### src/rtl/mem_bus_arbiter_pkg.sv
// +----------------------------------------------------------------------+
// | mem_bus_arbiter_pkg: shared memory input bus type and idle constant  |
// | Revision: 1.0                                                        |
// +----------------------------------------------------------------------+
`default_nettype none

package mem_bus_arbiter_pkg;

  localparam logic [1:0] MEM_MODE_IDLE  = 2'b00;
  localparam logic [1:0] MEM_MODE_WRITE = 2'b01;

  typedef struct packed {
    logic [1:0]  mode;
    logic [31:0] address;
    logic [31:0] offset;
    logic [31:0] data;
  } mem_in_bus_t;

  typedef enum logic {
    ST_IDLE  = 1'b0,
    ST_OWNED = 1'b1
  } arb_state_t;

  function automatic mem_in_bus_t idle_mem_bus();
    mem_in_bus_t b;
    b      = '0;
    b.mode = MEM_MODE_IDLE;
    return b;
  endfunction

endpackage

`default_nettype wire

### src/rtl/mem_bus_arbiter_rr_pick.sv
// +----------------------------------------------------------------------+
// | mem_bus_arbiter_rr_pick: first unmasked requester, cyclic from ptr   |
// | Revision: 1.0                                                        |
// +----------------------------------------------------------------------+
`default_nettype none

module mem_bus_arbiter_rr_pick #(
  parameter int N_MASTERS = 4,
  parameter int IDX_W     = 2
) (
  input  logic [N_MASTERS-1:0] req,
  input  logic [IDX_W-1:0]     ptr,
  input  logic [N_MASTERS-1:0] exclude,
  output logic                 found,
  output logic [IDX_W-1:0]     idx
);

  logic [N_MASTERS-1:0] cand;
  logic [IDX_W-1:0]     scan_pos;

  assign cand = req & ~exclude;

  // Wrap is an explicit compare so non-power-of-two N never aliases.
  always_comb begin
    found    = 1'b0;
    idx      = '0;
    scan_pos = ptr;
    for (int i = 0; i < N_MASTERS; i++) begin
      if (!found && cand[scan_pos]) begin
        found = 1'b1;
        idx   = scan_pos;
      end
      scan_pos = (scan_pos == IDX_W'(N_MASTERS - 1)) ? '0 : scan_pos + 1'b1;
    end
  end

endmodule

`default_nettype wire

### src/rtl/mem_bus_arbiter.sv
// +----------------------------------------------------------------------+
// | mem_bus_arbiter: registered round-robin grant for the mem_in bus     |
// | Revision: 1.0                                                        |
// +----------------------------------------------------------------------+
`default_nettype none

module mem_bus_arbiter
  import mem_bus_arbiter_pkg::*;
#(
  parameter  int N_MASTERS = 4,
  parameter  int MAX_HOLD  = 8,
  localparam int IDX_W     = $clog2(N_MASTERS)
) (
  input  logic                           clk,
  input  logic                           reset,
  input  logic        [N_MASTERS-1:0]    req,
  input  mem_in_bus_t [N_MASTERS-1:0]    m_bus,
  output logic        [N_MASTERS-1:0]    grant,
  output logic                           grant_valid,
  output logic        [IDX_W-1:0]        grant_idx,
  output mem_in_bus_t                    mem_in
);

  localparam int HOLD_W = (MAX_HOLD > 2) ? $clog2(MAX_HOLD) : 1;
  localparam logic [HOLD_W-1:0] HOLD_LAST = HOLD_W'((MAX_HOLD > 0) ? MAX_HOLD - 1 : 0);

  arb_state_t           state, state_n;
  logic [N_MASTERS-1:0] grant_n;
  logic                 valid_n;
  logic [IDX_W-1:0]     idx_n;
  logic [IDX_W-1:0]     ptr, ptr_n;
  logic [HOLD_W-1:0]    hold_cnt, hold_n;
  logic                 pick_found;
  logic [IDX_W-1:0]     pick_idx;
  logic                 take;

  // The owner is masked out, so one search serves both first grant and handoff.
  mem_bus_arbiter_rr_pick #(
    .N_MASTERS (N_MASTERS),
    .IDX_W     (IDX_W)
  ) u_pick (
    .req     (req),
    .ptr     (ptr),
    .exclude (grant),
    .found   (pick_found),
    .idx     (pick_idx)
  );

  always_comb begin
    state_n = state;
    grant_n = grant;
    valid_n = grant_valid;
    idx_n   = grant_idx;
    ptr_n   = ptr;
    hold_n  = hold_cnt;
    take    = 1'b0;

    unique case (state)
      ST_IDLE: begin
        if (pick_found) take = 1'b1;
      end
      ST_OWNED: begin
        if (!req[grant_idx]) begin
          if (pick_found) begin
            take = 1'b1;
          end else begin
            state_n = ST_IDLE;
            grant_n = '0;
            valid_n = 1'b0;
            idx_n   = '0;
            hold_n  = '0;
          end
        end else if ((MAX_HOLD != 0) && (hold_cnt == HOLD_LAST) && pick_found) begin
          take = 1'b1;
        end else if ((MAX_HOLD != 0) && (hold_cnt != HOLD_LAST)) begin
          hold_n = hold_cnt + 1'b1;
        end
      end
      default: ;
    endcase

    if (take) begin
      state_n = ST_OWNED;
      grant_n = N_MASTERS'(1) << pick_idx;
      valid_n = 1'b1;
      idx_n   = pick_idx;
      hold_n  = '0;
      ptr_n   = (pick_idx == IDX_W'(N_MASTERS - 1)) ? '0 : pick_idx + 1'b1;
    end
  end

  always_ff @(posedge clk) begin
    if (reset) begin
      state       <= ST_IDLE;
      grant       <= '0;
      grant_valid <= 1'b0;
      grant_idx   <= '0;
      ptr         <= '0;
      hold_cnt    <= '0;
    end else begin
      state       <= state_n;
      grant       <= grant_n;
      grant_valid <= valid_n;
      grant_idx   <= idx_n;
      ptr         <= ptr_n;
      hold_cnt    <= hold_n;
    end
  end

  // Driven only from registered grant state, so a non-owner never leaks through.
  always_comb begin
    mem_in = idle_mem_bus();
    if (grant_valid) mem_in = m_bus[grant_idx];
  end

endmodule

`default_nettype wire

### config.mk
export PLATFORM = sky130hd
export DESIGN_NAME = mem_bus_arbiter
export DESIGN_NICKNAME = d
export VERILOG_FILES = /design/src/rtl/mem_bus_arbiter_pkg.sv /design/src/rtl/mem_bus_arbiter_rr_pick.sv /design/src/rtl/mem_bus_arbiter.sv
export SDC_FILE = /design/constraint.sdc
export NUM_CORES = 1
export LEC_CHECK = 0
export CORE_AREA = 4 4 195 197
export CTS_CLUSTER_DIAMETER = 150
export CTS_CLUSTER_SIZE = 12
export DETAILED_ROUTE_END_ITERATION = 10
export DIE_AREA = 0 0 199 201
export SLEW_MARGIN = 40
export SYNTH_ARGS = -nofsm -noshare
export SYNTH_HDL_FRONTEND = slang
export SYNTH_SLANG_ARGS = --single-unit
export TNS_END_PERCENT = 10
### constraint.sdc
create_clock -name clk -period 2.5 [get_ports clk]
set_input_delay 0.5 -clock clk [delete_from_list [all_inputs] [get_ports clk]]
set_output_delay 0.5 -clock clk [all_outputs]
set_load 0.005 [all_outputs]
Word-level counts from Yosys, hierarchy flattened
Cells that the tools add are included.
{"block": "word_totals", "regBits": 13, "inputBits": 398, "out_inout_bits": 105}
{"block": "classes", "addsub": 5, "order_cmp": 5, "n_eq_ne": 11, "shifts": 1, "mux": 48, "n_bitwise": 3, "n_reduce_logical": 11}
{"op": "$bmux 98 s2", "count": 1}
{"op": "$mux 98", "count": 2}
{"op": "$mux 2", "count": 12}
{"op": "$mux 1", "count": 19}
{"op": "$mux 4", "count": 4}
{"op": "$lt 2x3->1 const B", "count": 5}
{"op": "$mux 3", "count": 4}
{"op": "$bmux 1 s2", "count": 5}
{"op": "$add 2x1->2 const B", "count": 4}
{"op": "$eq 2x2->1 const B", "count": 4}
{"op": "$ne 2x1->1 const B", "count": 3}
{"op": "$and 4x4->4", "count": 1}
{"op": "$logic_and 1x1->1", "count": 4}
{"op": "$ne 2x2->1 const B", "count": 2}
{"op": "$not 4->4", "count": 1}
{"op": "$reduce_and 4->1", "count": 1}
{"op": "$shl 1x2->4 const A", "count": 1}
{"op": "$add 3x1->3 const B", "count": 1}
{"op": "$eq 3x3->1 const B", "count": 1}
{"op": "$logic_not 1->1", "count": 3}
{"op": "$ne 3x3->1 const B", "count": 1}
{"op": "$reduce_and 3->1", "count": 1}
{"op": "$pmux 1 s2", "count": 1}
{"op": "$reduce_bool 2->1", "count": 1}
{"op": "other kinds (2)", "count": 2}

Logic depth before layout (Yosys ltp)
Gate-level depths: netlist of run 1.
{"block": "depth", "depth_word": 20, "mapped_depth": 9}

Modules after synthesis
From an unflattened synthesis of run 1, not the netlist that was laid out.
{"block": "hier_totals", "hier_cells": 325, "area_unflattened_um2": 3876.2}
{"module": "mem_bus_arbiter", "instances": 1, "cells_per_inst": 285, "area_each_um2": 3582.2, "seq_area_each_um2": 260.2}
{"module": "mem_bus_arbiter_rr_pick", "instances": 1, "cells_per_inst": 40, "area_each_um2": 294.0, "seq_area_each_um2": 0.0}

Worst setup path before layout of run 1
OpenSTA, ideal clock, no wires.
{"block": "synth_path", "path_type": "register to register", "start": "register ptr[0]", "end": "register ptr[1]", "arrival_time_ns": 2.064, "path_slack_ns": 0.307, "stages_incl_launch_ff": 10, "n_path_buf": 0, "period_less_slack_ns": 2.193, "path_cell_list": "dfxtp_1 > ha_1 > inv_2 > mux4_2 > nand2_1 > o221a_2 > inv_1 > ha_1 > nand3b_1 > a21oi_1"}
{"block": "synth_via", "elab_chain_len": 16, "elab_cells_between_ends": 39, "cone_classes": "add/sub: 4; eq/ne: 4; mux: 24; reduce/logical: 7"}
{"element": "from (decl)", "line_no": "mem_bus_arbiter.sv:31", "text": "logic [IDX_W-1:0] ptr, ptr_n;"}
{"element": "from (signal assigned)", "line_no": "mem_bus_arbiter.sv:105", "text": "ptr <= ptr_n;"}
{"element": "branches (longest 16 deep; another with $add 2x1->2)"}
Several ways; the timed one is not identified. The select of a mux whose other input is x is not followed.
A chain may end at the register's enable or synchronous reset.

==> results.py, run 1 <==
metrics = {
    "clocking": {
        "cts_tree": "yes",
        "holdBufCountCts": 0,
        "cts.reportedPaths.clkPinSlew_ns": 0.05,
        "numCtsBuffers": 3,
        "cts_htree_levels": 1,
        "max-clock-path-buffers": 2,
        "clkSinkCount": 13,
        "cts-root-buf": "clkbuf_16",
        "insertion_delay_ns": 0.24,
    },
    "synth": {
        "synthesis.area_um2": 3985,
        "synth-xor-area-share": 0,
        "synth_compound_area_frac": 0.08006,
        "syn_nets": 747,
        "synth_warnings": 0,
        "synth.avg_cell_area_um2": 11.65,
        "syn_inst": 342,
        "synth_top_family_by_area": "multiplexers",
        "synth-adder-area-share": 0.02198,
        "ys_seq_elements": 13,
        "muxShareOfSynthArea": 0.5758,
        "ys_seq_area_frac": 0.06531,
        "yosysUniqueCellTypes": 39,
        "synth-simple-area-share": 0.2066,
    },
    "setup_path": {
        "r2r_cells": 9,
        "required_ns": 2.00,
        "crit_family": "buffers and inverters",
        "regToRegStartpoint": "ptr[0]$_SDFFE_PP0P_",
        "reg2reg_to": "ptr[1]$_SDFFE_PP0P_",
        "cp_num_buf_inv": 3,
        "cp_max_fo": 9,
        "cp-end-kind": "primary output",
        "cp_slowest_stage_delay_ns": 0.51,
        "cp_slowest_cell": "mux4_2",
        "start_kind": "flip-flop",
        "arrival_ns": 2.11,
        "crit_chain": "buf_12 > buf_6 > mux4_2 > and2_1 > clkdlybuf4s50_1",
        "path_class": "reg2out",
        "rrSetupSlack_ns": 0.24,
        "cp.depth": 5,
    },
    "drt": {
        "vias_per_cell": 4.055,
        "routed_wl_mm": 29.05,
        "routed-via-count": 5421,
        "wl_per_cell_um": 21.72,
        "drtIter0Drc": 297,
        "antenna_left": 0,
        "dr.pass1.iters": 4,
        "drc": 0,
    },
    "min_path": {
        "hold_depth": 2,
        "hp-start": "ptr[1]$_SDFFE_PP0P_",
        "holdPathEnd": "ptr[1]$_SDFFE_PP0P_",
        "hold_class": "reg2reg",
    },
    "finish": {
        "fill_cells": 3831,
        "syn2layout_area_growth_pct": 153.8,
        "fin_util": 0.2789,
        "multiInputGateArea_um2": 3542,
        "nets": 1274,
        "regArea_um2": 271.5,
        "drive_gt1_frac": 0.2108,
        "stdcell_area_um2": 10110,
    },
    "timing": {
        "drv_slew": 0,
        "hold_viol": 0,
        "setup_viol": 22,
        "tightest_slew_ns": 0.4419,
        "period_minus_slack_ns": 2.612,
        "rsz0062_at_grt": "yes",
        "fmax_mhz": 382.8,
        "fin_skew_ns": 0.002243,
        "timing.final.crit_share": 1.045,
        "setup_ws_ns": -0.1125,
        "relSlewSlack": 0.7048,
    },
    "power_and_ir_drop": {
        "p_leak_uw": 0.003928,
        "pwr_density_cell_nw_per_um2": 653.0,
        "ir_worst_vdd_v": 0.0003812,
    },
    "grt": {
        "grt.overflow.total": 0,
        "grtUsageTotal": 0.1328,
        "grt_pass1_vias": 5919,
        "grt_pass1_wl_mm": 40.02,
        "grt_max_degree": 53,
        "antenna_found_initial": 2,
    },
    "run": {
        "drv_cap": 0,
    },
    "die": {
        "io_pins": 503,
        "fp.dieW_um": 199,
        "die_h_um": 201,
        "row_count": 70,
        "dieArea_um2": 40000,
        "start_util": 0.1099,
        "design.core.area_um2": 36260,
    },
    "placement": {
        "hpwl_mm": 24.82,
        "gp_congestion": 0.8921,
        "dpl_worst_slack_ns": -0.2593,
        "place_area_um2": 9883,
        "portBuffers": 502,
    },
    "status": {
        "violations": "setup timing",
        "status": "finished, violations left",
    },
}
[cells by family (layout without fill, tap and decap cells)]
kind of cell / after synthesis / count (layout)
flip-flops: 13 / 13
multiplexers: 103 / 103
AND/OR/NAND/NOR: 135 / 135
buffers and inverters: 42 / 568
other: 0 / 1
adder cells (fa/ha/maj): 7 / 7
AO/OA/AOI/OAI: 42 / 42
[worst register-to-register path, cell delays in order, from the launching register on]
cell      delay [ns]
dfxtp_1         0.31
ha_1            0.41
inv_2           0.14
mux4_2          0.51
nand2_1         0.08
o221a_2         0.21
inv_1           0.06
ha_1            0.27
nand3b_1        0.07
a21oi_1         0.12
[stage by stage]
step / cells / power (µW) / hold WS (ns) / setup TNS [ns]
finish: 1337 / 6604 / 0.5046 / -1.256
global route: 1336 / 7104 / 0.5389 / -2.718
CTS: 1335 / 6639 / 0.5066 / -4.224
detailed placement: 1323 / 6273 / 0.4941 / -3.803
global placement: 1323 / 6281 / 0.4923 / -3.984
floorplan: 342 / 3205 / 0.4704 / 0
[registers in the layout, summed over array words and instances (netlist names)]
register / count
state: 1
ptr: 2
grant: 4
grant_idx: 2
grant_valid: 1
hold_cnt: 3
[synthesized netlist by cell type]
master | count | area (µm²)
a2111oi_2 | 2 | 30.03
a211oi_1 | 2 | 15.01
a21o_1 | 1 | 7.510
a21oi_1 | 6 | 30.03
a221oi_1 | 1 | 8.760
a221oi_2 | 1 | 15.01
a31oi_1 | 3 | 18.77
and2_1 | 98 | 613.1
and2b_1 | 5 | 37.54
buf_1 | 1 | 3.750
buf_2 | 12 | 60.06
buf_4 | 2 | 15.01
buf_6 | 2 | 22.52
clkbuf_1 | 19 | 71.32
dfxtp_1 | 13 | 260.3
dlygate4sd1_1 | 1 | 8.760
ha_1 | 7 | 87.58
inv_1 | 4 | 15.01
inv_2 | 1 | 3.750
mux2i_1 | 2 | 20.02
mux4_2 | 101 | 2275
nand2_1 | 5 | 18.77
nand2_2 | 1 | 6.260
nand2b_1 | 9 | 56.30
nand3b_1 | 1 | 7.510
nor2_1 | 7 | 26.28
nor2b_1 | 3 | 18.77
nor3_1 | 3 | 15.01
nor4b_1 | 2 | 17.52
o2111ai_1 | 1 | 8.760
o211a_2 | 1 | 10.01
o211ai_1 | 8 | 60.06
o211ai_2 | 1 | 12.51
o21ai_0 | 4 | 20.02
o21ai_1 | 5 | 25.02
o21ai_4 | 1 | 16.27
o221a_2 | 1 | 11.26
o31ai_1 | 4 | 30.03
or2_1 | 1 | 6.260
[power breakdown]
| part | switching, µW | internal [µW] |
|---|---|---|
| logic | 2300 | 3600 |
| registers | 110 | 284 |
| clock network | 92.9 | 216 |
| total | 2500 | 4100 |
[layout make-up]
class / instances / area share
antenna: 1 / 0.0002474
clock buffer: 4 / 0.007794
inverter: 5 / 0.001856
multi-input combinational: 287 / 0.3502
sequential: 13 / 0.02685
tap: 468 / 0.05790
timing repair buffer: 559 / 0.5551
[cell usage in the layout (no fill, tap or decap), types with 2 or more instances in the layout]
master	synthesis	routed
nand2b_1	9	9
nand2_1	5	5
buf_6	2	7
buf_12	0	10
nor3_1	3	3
dfxtp_4	0	3
buf_8	0	5
buf_4	2	35
clkdlybuf4s50_1	0	415
dlygate4sd2_1	0	58
inv_1	4	4
and2b_1	5	5
nor2b_1	3	3
o21ai_0	4	4
clkdlybuf4s15_1	0	11
o31ai_1	4	4
clkbuf_16	0	3
dlymetal6s2s_1	0	15
and2_1	98	91
a31oi_1	3	3
mux2i_1	2	2
and2_4	0	7
o211ai_1	8	8
dfxtp_1	13	10
mux4_2	101	101
a2111oi_2	2	2
o21ai_1	5	5
a21oi_1	6	6
a211oi_1	2	2
ha_1	7	7
nor4b_1	2	2
nor2_1	7	7
[layer usage]
layer / vias up / wire length (µm) / part of all wire / GRT usage
met5: - / 0 / 0 / 0
met4: 0 / 450 / 0.015 / 0.02027
met3: 23 / 2332 / 0.080 / 0.02249
met2: 294 / 14840 / 0.51 / 0.2430
met1: 2667 / 11420 / 0.39 / 0.1657
li1: 2437 / - / - / -
[how the worst max path moves through the flow]
stage / startpoint / slack [ns] / to
after floorplan: ptr[0]$_SDFFE_PP0P_ / 0.31 / ptr[1]$_SDFFE_PP0P_
after global placement: m_bus[296] / -0.27 / mem_in[2]
after detailed placement: m_bus[296] / -0.26 / mem_in[2]
after CTS: grant_idx[0]$_SDFFE_PP0P_ / -0.19 / mem_in[9]
after global routing: grant_idx[0]$_SDFFE_PP0P_ / -0.15 / mem_in[83]
final: grant_idx[0]$_SDFFE_PP0P_ / -0.11 / mem_in[24]
[what timing repair did]
action | 4_1_cts | 5_1_grt
endpoints found under the setup margin | 96 | 51
gates cloned | 1 | 0
pin swaps | 1 | 0
setup buffers | 7 | 1
gates resized for setup | 87 | 43
(Power assumes the default switching activity.)
==> run 2, diff against run 1 <==
--- a/config.mk
+++ b/config.mk
@@ -5,13 +5,14 @@
 export SDC_FILE = /design/constraint.sdc
 export NUM_CORES = 1
 export LEC_CHECK = 0
-export CORE_AREA = 4 4 195 197
+export ABC_AREA = 1
+export CORE_AREA = 4 4 194 196
 export CTS_CLUSTER_DIAMETER = 150
 export CTS_CLUSTER_SIZE = 12
 export DETAILED_ROUTE_END_ITERATION = 10
-export DIE_AREA = 0 0 199 201
+export DIE_AREA = 0 0 198 200
+export GPL_ROUTABILITY_DRIVEN = 0
 export SLEW_MARGIN = 40
 export SYNTH_ARGS = -nofsm -noshare
 export SYNTH_HDL_FRONTEND = slang
 export SYNTH_SLANG_ARGS = --single-unit
-export TNS_END_PERCENT = 10
==> run 2 against run 1 <==
Against the previous run: the run still ends with setup timing left; hold slack better by 0.015 ns; register-to-register slack about the same; largest power group unchanged; sequential share of layout area down 0.14 points.
==> results.py, run 2 <==
metrics = {
    "min_path": {
        "hold_depth": 2,
        "hold_class": "reg2reg",
    },
    "finish": {
        "multiInputGateArea_um2": 3726,
        "syn2layout_area_growth_pct": 141.6,
        "nets": 1824,
        "largest-register": "grant",
        "largest_reg_flops": 4,
        "regArea_um2": 267.8,
        "final_cells": 1886,
        "fill_cells": 3975,
        "drive_gt1_frac": 0.06841,
        "final_cell_mix": "clkdlybuf4s50_1 (422), nor2_1 (406), o21ai_0 (178)",
        "reg.largest.list": "grant: 4 flops, hold_cnt: 3 flops",
        "stdcell_area_um2": 10540,
        "final_common_cell": "clkdlybuf4s50_1",
        "insertedDiodeCount": 0,
    },
    "synth": {
        "synth_warnings": 0,
        "ys_seq_elements": 13,
        "yosysTopAreaCellShare": 0.3509,
        "yosys.area.top_type": "nor2_1",
        "yosysMostFrequentCell": "nor2_1",
        "synth-edff-count": 0,
        "ys_seq_area_frac": 0.05963,
        "yosys_most_used_dff": "dfxtp_1",
        "syn_inst": 932,
        "synth.avg_cell_area_um2": 4.683,
        "synthesis.area_um2": 4364,
        "yosys-top-cells-area": "nor2_1 (35%), o21ai_0 (22%), a21oi_1 (12%)",
        "synth-async-reset-ratio": 0,
        "ys_top_cells_by_count": "nor2_1 (408), o21ai_0 (190), a21oi_1 (107), clkbuf_1 (51), nand2_1 (48)",
        "syn_nets": 1337,
        "yosysUniqueCellTypes": 30,
    },
    "timing": {
        "timing.final.crit_share": 1.029,
        "relSlewSlack": 0.7062,
        "rsz0062_at_grt": "yes",
        "setup_ws_ns": -0.07192,
        "setup_viol": 5,
        "fmax_mhz": 388.8,
        "tightest_slew_ns": 0.4360,
        "hold_viol": 0,
        "tns_ns": -0.1858,
        "fin_skew_ns": 0.003071,
        "period_minus_slack_ns": 2.572,
        "drv_slew": 0,
    },
    "setup_path": {
        "path_class": "reg2out",
        "cp_max_fo": 37,
        "arrival_ns": 2.07,
        "start_kind": "flip-flop",
        "required_ns": 2.00,
        "r2r_cells": 15,
        "cp-end-kind": "primary output",
    },
    "drt": {
        "dr.pass1.iters": 5,
        "drc": 0,
        "drtIter0Drc": 358,
        "routed-via-count": 8094,
        "vias_per_cell": 4.292,
        "routed_wl_mm": 31.75,
        "wl_per_cell_um": 16.83,
        "antenna_left": 0,
    },
    "placement": {
        "portBuffers": 502,
        "placedCellCount": 1871,
        "place_area_um2": 10180,
        "hpwl_mm": 25.23,
    },
    "power_and_ir_drop": {
        "pwr_density_cell_nw_per_um2": 664.4,
        "p_leak_uw": 0.004692,
        "ir_worst_vdd_v": 0.0003143,
    },
    "clocking": {
        "clkSinkCount": 13,
        "cts_htree_levels": 1,
        "insertion_delay_ns": 0.25,
        "max-clock-path-buffers": 2,
        "numCtsBuffers": 3,
        "cts.reportedPaths.clkPinSlew_ns": 0.05,
        "holdBufCountCts": 0,
        "cts_tree": "yes",
        "cts-root-buf": "clkbuf_16",
    },
    "grt": {
        "grt_max_degree": 74,
        "grt_pass1_wl_mm": 43.97,
        "grt.overflow.total": 0,
        "grtUsageTotal": 0.1393,
        "antenna_found_initial": 0,
        "grt_pass1_vias": 7914,
    },
    "die": {
        "die_h_um": 200,
        "row_count": 70,
        "dieArea_um2": 39600,
        "design.core.area_um2": 36080,
        "io_pins": 503,
        "start_util": 0.1209,
        "fp.dieW_um": 198,
    },
    "status": {
        "violations": "setup timing",
        "status": "finished, violations left",
    },
    "run": {
        "drv_cap": 0,
    },
}
==> run 2: worst paths after layout <==
check                                  from                       end  slack, ns
setup / recovery  grant_idx[0]$_SDFFE_PP0P_                mem_in[89]      -0.07
hold / removal     hold_cnt[1]$_SDFFE_PP0P_  hold_cnt[1]$_SDFFE_PP0P_       0.52
setup reg to reg  grant_idx[0]$_SDFFE_PP0P_  hold_cnt[1]$_SDFFE_PP0P_       0.23
hold reg to reg    hold_cnt[1]$_SDFFE_PP0P_  hold_cnt[1]$_SDFFE_PP0P_       0.52
==> run 2: kinds of logic after synthesis <==
| group | after synthesis | share of synthesized area |
|---|---|---|
| AND/OR/NAND/NOR | 499 | 0.4644 |
| AO/OA/AOI/OAI | 312 | 0.3630 |
| buffers and inverters | 101 | 0.09289 |
| flip-flops | 13 | 0.05963 |
| adder cells (fa/ha/maj) | 7 | 0.02007 |
==> run 2: layout make-up <==
cell class / instances / area share
Sequential cell: 13 / 0.02540
Clock buffer: 3 / 0.007121
Inverter: 25 / 0.01044
Tap cell: 468 / 0.05554
Clock inverter: 1 / 0.0004747
Timing Repair Buffer: 558 / 0.5476
Multi-Input combinational cell: 818 / 0.3534
==> run 2: per-layer routing <==
layer | global-route usage | share of wire | wire (µm)
met3 | 0.03088 | 0.092 | 2912
met2 | 0.2360 | 0.46 | 14690
met1 | 0.1749 | 0.41 | 13030
met4 | 0.04922 | 0.035 | 1110
met5 | 0 | 0 | 0
==> run 2: per-stage QoR <==
step	hold slack (ns)	total power (µW)	setup WS [ns]	util
2_1_floorplan	0.4663	3370	0.3742	-
3_3_place_gp	0.4904	6600	-0.3915	0.2821
3_5_place_dp	0.5096	6641	-0.3616	0.2821
4_1_cts	0.5210	7027	-0.1783	0.2882
5_1_grt	0.5531	7668	-0.1456	0.2922
6_report	0.5194	7005	-0.07192	0.2922
==> run 2: timing repair <==
| item | in CTS | in global routing |
|---|---|---|
| resized for setup | 65 | 47 |
| gates cloned | 4 | 1 |
| pin swaps | 12 | 3 |
| setup endpoints to repair | 92 | 54 |
| buffers inserted | 6 | 1 |
| endpoints found under the hold margin | 0 | 0 |
==> run 2: critical path: stages, from the launching register on <==
cell and delay (ns):
dfxtp_4 0.35, buf_12 0.15, inv_8 0.10, buf_16 0.18, o21ai_0 0.12, a21oi_1 0.28
clkdlybuf4s50_1 0.57
==> run 2: power breakdown <==
group / switching [µW] / internal, µW
combinational: 3380 / 2970
clock: 100 / 214
sequential: 63.9 / 280
